File: src/rtl/inst_queue.sv
// Instruction queue between fetch and decode: a DEPTH-entry FIFO of {pc, instr} pairs.
// Handshake flags come only from registered state, so there is no ready/valid combinational path.
module inst_queue #(
  parameter int DATA_WIDTH = 32,
  parameter int DEPTH      = 4
) (
  input  logic                      clk,
  input  logic                      rst,
  input  logic                      in_valid,
  input  logic [DATA_WIDTH-1:0]     in_pc,
  input  logic [DATA_WIDTH-1:0]     in_instr,
  output logic                      in_ready,
  output logic                      out_valid,
  output logic [DATA_WIDTH-1:0]     out_pc,
  output logic [DATA_WIDTH-1:0]     out_instr,
  input  logic                      out_ready,
  input  logic                      flush,
  output logic [$clog2(DEPTH):0]    count
);

  localparam int PTR_W = $clog2(DEPTH);
  localparam logic [PTR_W:0] FULL_CNT = (PTR_W+1)'(DEPTH);

  logic [PTR_W-1:0]      head_q, head_d;
  logic [PTR_W-1:0]      tail_q, tail_d;
  logic [PTR_W:0]        count_q, count_d;
  logic [DATA_WIDTH-1:0] mem_pc_q    [DEPTH];
  logic [DATA_WIDTH-1:0] mem_pc_d    [DEPTH];
  logic [DATA_WIDTH-1:0] mem_instr_q [DEPTH];
  logic [DATA_WIDTH-1:0] mem_instr_d [DEPTH];
  logic                  push;
  logic                  pop;

  assign in_ready  = (count_q != FULL_CNT);
  assign out_valid = (count_q != '0);
  assign out_pc    = mem_pc_q[head_q];
  assign out_instr = mem_instr_q[head_q];
  assign count     = count_q;

  assign push = in_valid && in_ready;
  assign pop  = out_valid && out_ready;

  always_comb begin
    head_d      = head_q;
    tail_d      = tail_q;
    count_d     = count_q;
    mem_pc_d    = mem_pc_q;
    mem_instr_d = mem_instr_q;
    // A redirect discards the whole queue; same-cycle push/pop are dropped with it.
    if (flush) begin
      head_d  = '0;
      tail_d  = '0;
      count_d = '0;
    end else begin
      if (push) begin
        mem_pc_d[tail_q]    = in_pc;
        mem_instr_d[tail_q] = in_instr;
        tail_d              = tail_q + 1'b1;
      end
      if (pop) begin
        head_d = head_q + 1'b1;
      end
      if (push && !pop) begin
        count_d = count_q + 1'b1;
      end else if (pop && !push) begin
        count_d = count_q - 1'b1;
      end
    end
  end

  always_ff @(posedge clk) begin
    if (rst) begin
      head_q  <= '0;
      tail_q  <= '0;
      count_q <= '0;
      for (int i = 0; i < DEPTH; i++) begin
        mem_pc_q[i]    <= '0;
        mem_instr_q[i] <= '0;
      end
    end else begin
      head_q      <= head_d;
      tail_q      <= tail_d;
      count_q     <= count_d;
      mem_pc_q    <= mem_pc_d;
      mem_instr_q <= mem_instr_d;
    end
  end

endmodule

File: config.mk
export PLATFORM = sky130hd
export DESIGN_NAME = inst_queue
export DESIGN_NICKNAME = d
export VERILOG_FILES = /design/src/rtl/inst_queue.sv
export SDC_FILE = /design/constraint.sdc
export NUM_CORES = 1
export LEC_CHECK = 0
export ABC_AREA = 1
export CAP_MARGIN = 15
export CORE_UTILIZATION = 57
export DETAILED_ROUTE_END_ITERATION = 7
export PLACE_DENSITY = 0.8
export SLEW_MARGIN = 20
export SYNTH_ARGS = -nofsm -noshare
export SYNTH_HDL_FRONTEND = slang
export SYNTH_SLANG_ARGS = --single-unit
File: constraint.sdc
create_clock -name clk -period 2.2 [get_ports clk]
set_input_delay 0.66 -clock clk [delete_from_list [all_inputs] [get_ports clk]]
set_output_delay 0.66 -clock clk [all_outputs]
set_load 0.02 [all_outputs]
==> impl_metrics.tcl, run 1 <==
set metrics [dict create \
    seq_area_frac_synth 0.419 \
    layout_setup_ws_ns -0.222 \
    crit_fanout 26 \
    cp_common_cell "a21oi_1" \
    clockRootBuffer "clkbuf_16" \
    synth-compound-area-share 0.106 \
    slew_headroom 0.766 \
    end_kind "primary output" \
    slew_viol_final 0 \
    cts_hold_buffers 0 \
    switchingPower_uw 2870 \
    rsz0062_at_grt "yes" \
    antenna_found_initial 0 \
    syn_nets 2112 \
    wl_per_cell_um 12.8 \
    final_nets 2220 \
    overflow 0 \
    crit_family "buffers and inverters" \
    die_h_um 150 \
    rows 53 \
    outcome "finished, violations left" \
    grt_usage 0.270 \
    synthMuxAreaShare 0 \
    gp_congestion 0.796 \
    place_hpwl_um 18500 \
    clk_pin_slew_ns 0.06 \
    cts_buffers 27 \
    grt_max_degree 69 \
    swShare 0.260 \
    worst_setup_path_start_kind "flip-flop" \
    ant_nets 0 \
    max_cap_viol_count 0 \
    internal_power_uw 8150 \
    power_frac_clock 0.406 \
    dieArea_sq_um 22600 \
    drtIter0Drc 693 \
    drc 0 \
    required_ns 1.54 \
    diodes 0 \
    syn_avg_cell_area_sq_um 6.17 \
    start_util 0.590 \
    fin_skew_ns 0.0187 \
    leakage_uw 0.00825 \
    finalCritPeriodShare 1.10 \
    vias 12100 \
    worstPathArrival_ns 1.76 \
    fin_crit_ns 2.42 \
    grt_pass1_vias 10800 \
    portBuffers 137 \
    most-common-layout-cells "nand2_1 (582), nor2_1 (516), inv_1 (264), dfxtp_1 (259), a21oi_1 (166)" \
    setup_violations 64 \
    yosysWarnings 0 \
    core_area_sq_um 21300 \
    yosys.area_share.simple 0.335 \
    synth_cell_types 18 \
    fin_total_pwr_uw 11000 \
    violations "negative setup slack" \
    ir_worst_vdd_mv 0.603 \
    first_pass_iters 5 \
    powerDensity_nw_per_um2 701 \
    synth_seq_cells 263 \
    syn_to_final_growth_pct 25.2 \
    max_freq_mhz 413 \
    crit_slowest_cell "dfxtp_4" \
    p_seq_frac 0.455 \
    netlist_area_sq_um 12600 \
    path_buf_inv 3 \
    io_pins 138 \
    synth_top_family_by_area "simple AND/OR/NAND/NOR gates" \
    final_common_cell "nand2_1" \
    max-clock-path-buffers 3 \
    grt_pass1_wl_um 50300 \
    via_per_inst 4.98 \
    pwr-share-comb 0.139 \
    min_path_type "flip-flop to flip-flop" \
    drive_above_1_share 0.121 \
    h-tree-depth 1 \
    critPathKind "flip-flop to primary output" \
    synth_fa_ha_area_frac 0.00657 \
    die_w_um 150 \
    synth_xor_area_frac 0.00139 \
    clock-sinks 263 \
    worstMarginPinSlew_ns 0.350 \
    synth_cells 2037 \
    cts_tree "yes" \
    clock_latency_ns 0.54 \
    routed_wl_um 31200 \
    max_stage_delay_ns 0.41 \
    path_cells "inv_12 -> buf_12 -> o21ai_2 -> a21oi_1 -> a21oi_1 -> buf_4" \
    hold_viol_final 0 \
    post-place-ws_ns -0.212 \
]
## sequential cells by signal, summed over array words and instances (netlist names)
register     flops
tail_q           2
head_q           2
mem_instr_q    128
count            3
mem_pc_q       128
## cell families after synthesis
logic type,count (synthesis)
adders and majority gates,6
AOI/OAI and AO/OA,266
DFF,263
and+or+nand+nor,1107
xor gates and xnor gates,2
buffers and inverters,393
## cells in the mapped netlist, drive strengths merged
| cell type | instances | area share |
|---|---|---|
| a21oi | 198 | 0.079 |
| buf | 80 | 0.039 |
| clkbuf | 46 | 0.014 |
| dfxtp | 263 | 0.42 |
| fa | 1 | 0.0016 |
| ha | 5 | 0.0050 |
| inv | 267 | 0.080 |
| nand2 | 584 | 0.18 |
| nand3 | 2 | 0.00080 |
| nand4 | 4 | 0.0040 |
| nor2 | 517 | 0.15 |
| o21ai | 68 | 0.027 |
| xor2 | 2 | 0.0014 |
## cell type report
type,count,area (sq um)
Multi-Input combinational cell,1381,5970
Fill cell,1704,5560
Sequential cell,263,5280
Timing Repair Buffer,205,2250
Inverter,267,1030
Clock buffer,42,842
Tap cell,275,344
Clock inverter,5,28.8
## path summary, 6_finish.rpt
kind                                         endpoint  slack [ns]  depth (start not counted)                   start
worst max-delay path                       out_pc[31]       -0.22                          6  head_q[0]$_SDFFE_PP0P_
worst min-delay path            count[1]$_SDFFE_PP0P_        0.51                          2   count[1]$_SDFFE_PP0P_
worst max register to register  count[2]$_SDFFE_PP0P_        0.33                         11   count[0]$_SDFFE_PP0P_
worst min register to register  count[1]$_SDFFE_PP0P_        0.51                          2   count[1]$_SDFFE_PP0P_
## metal layers
layer  vias up  track usage  routed length (um)
met2       308        0.476               15100
met1      5480        0.336               13600
li1       6287            -                   -
met5         -            0                   0
met3        68       0.0385                1700
met4         0       0.0944                 875
## worst reg2reg max path, cell delays in order (launching register included)
cell and delay [ns]:
dfxtp_2 0.36, nor2_4 0.16, nand2_1 0.13, nand2_1 0.12, ha_1 0.14, inv_1 0.05, fa_1 0.37, a21oi_1 0.14
o21ai_0 0.12, nand2_1 0.08, nand2_1 0.05, nor2_1 0.09
## metrics by stage
step                      TNS, ns   util  cell area (sq um)  hold slack [ns]  cells
final                       -9.94  0.739              15700            0.507   2438
after global routing       -14.14  0.739              15700            0.518   2438
after CTS                  -10.87  0.727              15500            0.510   2434
after detailed placement    -7.83  0.676              14400            0.499   2379
after global placement      -7.09  0.676              14400            0.496   2379
after floorplan                 0      -              12600            0.467   2037
## timing repair
action	in CTS	in global routing
endpoints found under the setup margin	69	66
resized for setup	431	59
gates cloned	3	3
pin swaps	0	3
setup buffers	5	1
## power by group through the flow
stage	logic, uW	registers, uW	clock network, uW
floorplan	838	5100	0
global placement	1470	5110	0
detailed placement	1490	5120	0
CTS	1490	5020	4540
global route	1680	5040	4720
finish	1530	5020	4470
No activity file was read; power rests on OpenSTA's default activity.
==> run 2: changes to the inputs <==
Settings changed: CTS_CLUSTER_SIZE set to 10.
==> impl_metrics.tcl, run 2 (same netlist as run 1, synthesis figures left out) <==
set metrics [dict create \
    outcome "finished, violations left" \
    violations "negative setup slack" \
    vias 12100 \
    diodes 0 \
    leakage_uw 0.00821 \
    cts_tree "yes" \
    ir_worst_vdd_mv 0.624 \
    utilization 0.737 \
    overflow 0 \
    fin_total_pwr_uw 10900 \
    grt_usage 0.268 \
    finalSetupTns_ns -11.36 \
    antenna_found_initial 0 \
    worst_setup_path_start_kind "flip-flop" \
    wl_per_cell_um 13.1 \
    crit_slowest_cell "dfxtp_4" \
    die_h_um 150 \
    min_path_type "flip-flop to flip-flop" \
    layout_setup_ws_ns -0.219 \
    h-tree-depth 1 \
    clock_latency_ns 0.54 \
    slew_headroom 0.763 \
    cts_buffers 30 \
    slew_viol_final 0 \
    final_common_cell "nand2_1" \
    start_util 0.590 \
    most-common-layout-cells "nand2_1 (583), nor2_1 (516), inv_1 (264), dfxtp_1 (259), a21oi_1 (155)" \
    fillCellCount 1744 \
    io_pins 138 \
    fin_skew_ns 0.00971 \
    clk_pin_slew_ns 0.06 \
    first_pass_iters 5 \
    worstMarginPinSlew_ns 0.354 \
    place_hpwl_um 18500 \
    clock-sinks 263 \
    drtIter0Drc 666 \
    max-clock-path-buffers 3 \
    rows 53 \
    grt_pass1_wl_um 49900 \
    grt_pass1_vias 10800 \
    ant_nets 0 \
    dp_cells 2379 \
    dieArea_sq_um 22600 \
    die_w_um 150 \
    worstPathArrival_ns 1.76 \
    final_nets 2225 \
    portBuffers 137 \
    max_stage_delay_ns 0.41 \
    drive_above_1_share 0.118 \
    stdcell_count 2428 \
    rsz0062_at_grt "yes" \
    regArea_sq_um 5270 \
    max_freq_mhz 413 \
    clockRootBuffer "clkbuf_16" \
    setup_violations 64 \
    core_area_sq_um 21300 \
    syn_to_final_growth_pct 24.9 \
    critPathKind "flip-flop to primary output" \
    finalCritPeriodShare 1.10 \
    grt_max_degree 69 \
    multi_input_area_sq_um 5950 \
    drc 0 \
    via_per_inst 4.97 \
    gp_congestion 0.796 \
    max_cap_viol_count 0 \
    routed_wl_um 31700 \
    hold_viol_final 0 \
    powerDensity_nw_per_um2 692 \
    fin_crit_ns 2.42 \
    path_cells "inv_12 -> buf_16 -> o21ai_1 -> a21oi_1 -> a21oi_2 -> buf_4" \
    end_kind "primary output" \
    crit_fanout 16 \
    required_ns 1.54 \
]
run 2: changes by cell type in the layout (fill, tap and decap cells not counted), moves of 3 or more:
cell       before  now
buf_4          77   80
o21ai_2        37   27
a21oi_2        31   43
a21oi_1       166  155
clkinv_2        4    1
buf_6          17   13
o21ai_1        21   32
clkbuf_8       11    1
clkbuf_16      30   37
run 2: area by class of cell:
cell class,instances,share of cell area
Sequential cell,263,0.336
Clock buffer,34,0.0508
Multi-Input combinational cell,1381,0.379
Tap cell,275,0.0219
Clock inverter,1,0.000319
Inverter,267,0.0655
Timing Repair Buffer,207,0.146
run 2: critical path, delay by kind of cell, from the launching register on:
kind | cells | cell delay (ns)
compound gates | 3 | 0.37
buf+inv | 3 | 0.43
flops | 1 | 0.41
run 2: final timing paths:
path / start / to / slack, ns / cells after the start
hold / removal: count[1]$_SDFFE_PP0P_ / count[1]$_SDFFE_PP0P_ / 0.50 / 2
hold reg to reg: count[1]$_SDFFE_PP0P_ / count[1]$_SDFFE_PP0P_ / 0.50 / 2
setup reg to reg: count[0]$_SDFFE_PP0P_ / count[2]$_SDFFE_PP0P_ / 0.32 / 10
setup / recovery: head_q[0]$_SDFFE_PP0P_ / out_instr[1] / -0.22 / 6
run 2: metal layers:
metal / wire [um] / vias up / global-route usage
met5: 0 / - / 0
met4: 713 / 0 / 0.0909
met3: 1680 / 61 / 0.0400
met2: 15500 / 289 / 0.476
met1: 13800 / 5422 / 0.329
li1: - / 6284 / -
run 2: power by group:
part           total, uW  internal, uW  switching [uW]
logic               1540           622             919
registers           5030          4940            91.9
clock network       4290          2500            1790
run 2: timing repair:
| action | CTS | global route |
|---|---|---|
| setup buffers | 4 | 2 |
| endpoints found under the hold margin | 0 | 0 |
| hold buffers | 0 | 0 |
| endpoints found under the setup margin | 69 | 65 |
| gates resized for setup | 413 | 70 |
| gates cloned | 2 | 6 |
run 2: per-stage QoR:
stage                     worst slack (ns)  area (sq um)  hold slack, ns
final                               -0.219         15700           0.497
after global routing                -0.287         15700           0.517
after floorplan                      0.216         12600           0.467
after CTS                           -0.257         15300           0.499
after detailed placement            -0.212         14400           0.499
after global placement              -0.188         14400           0.496
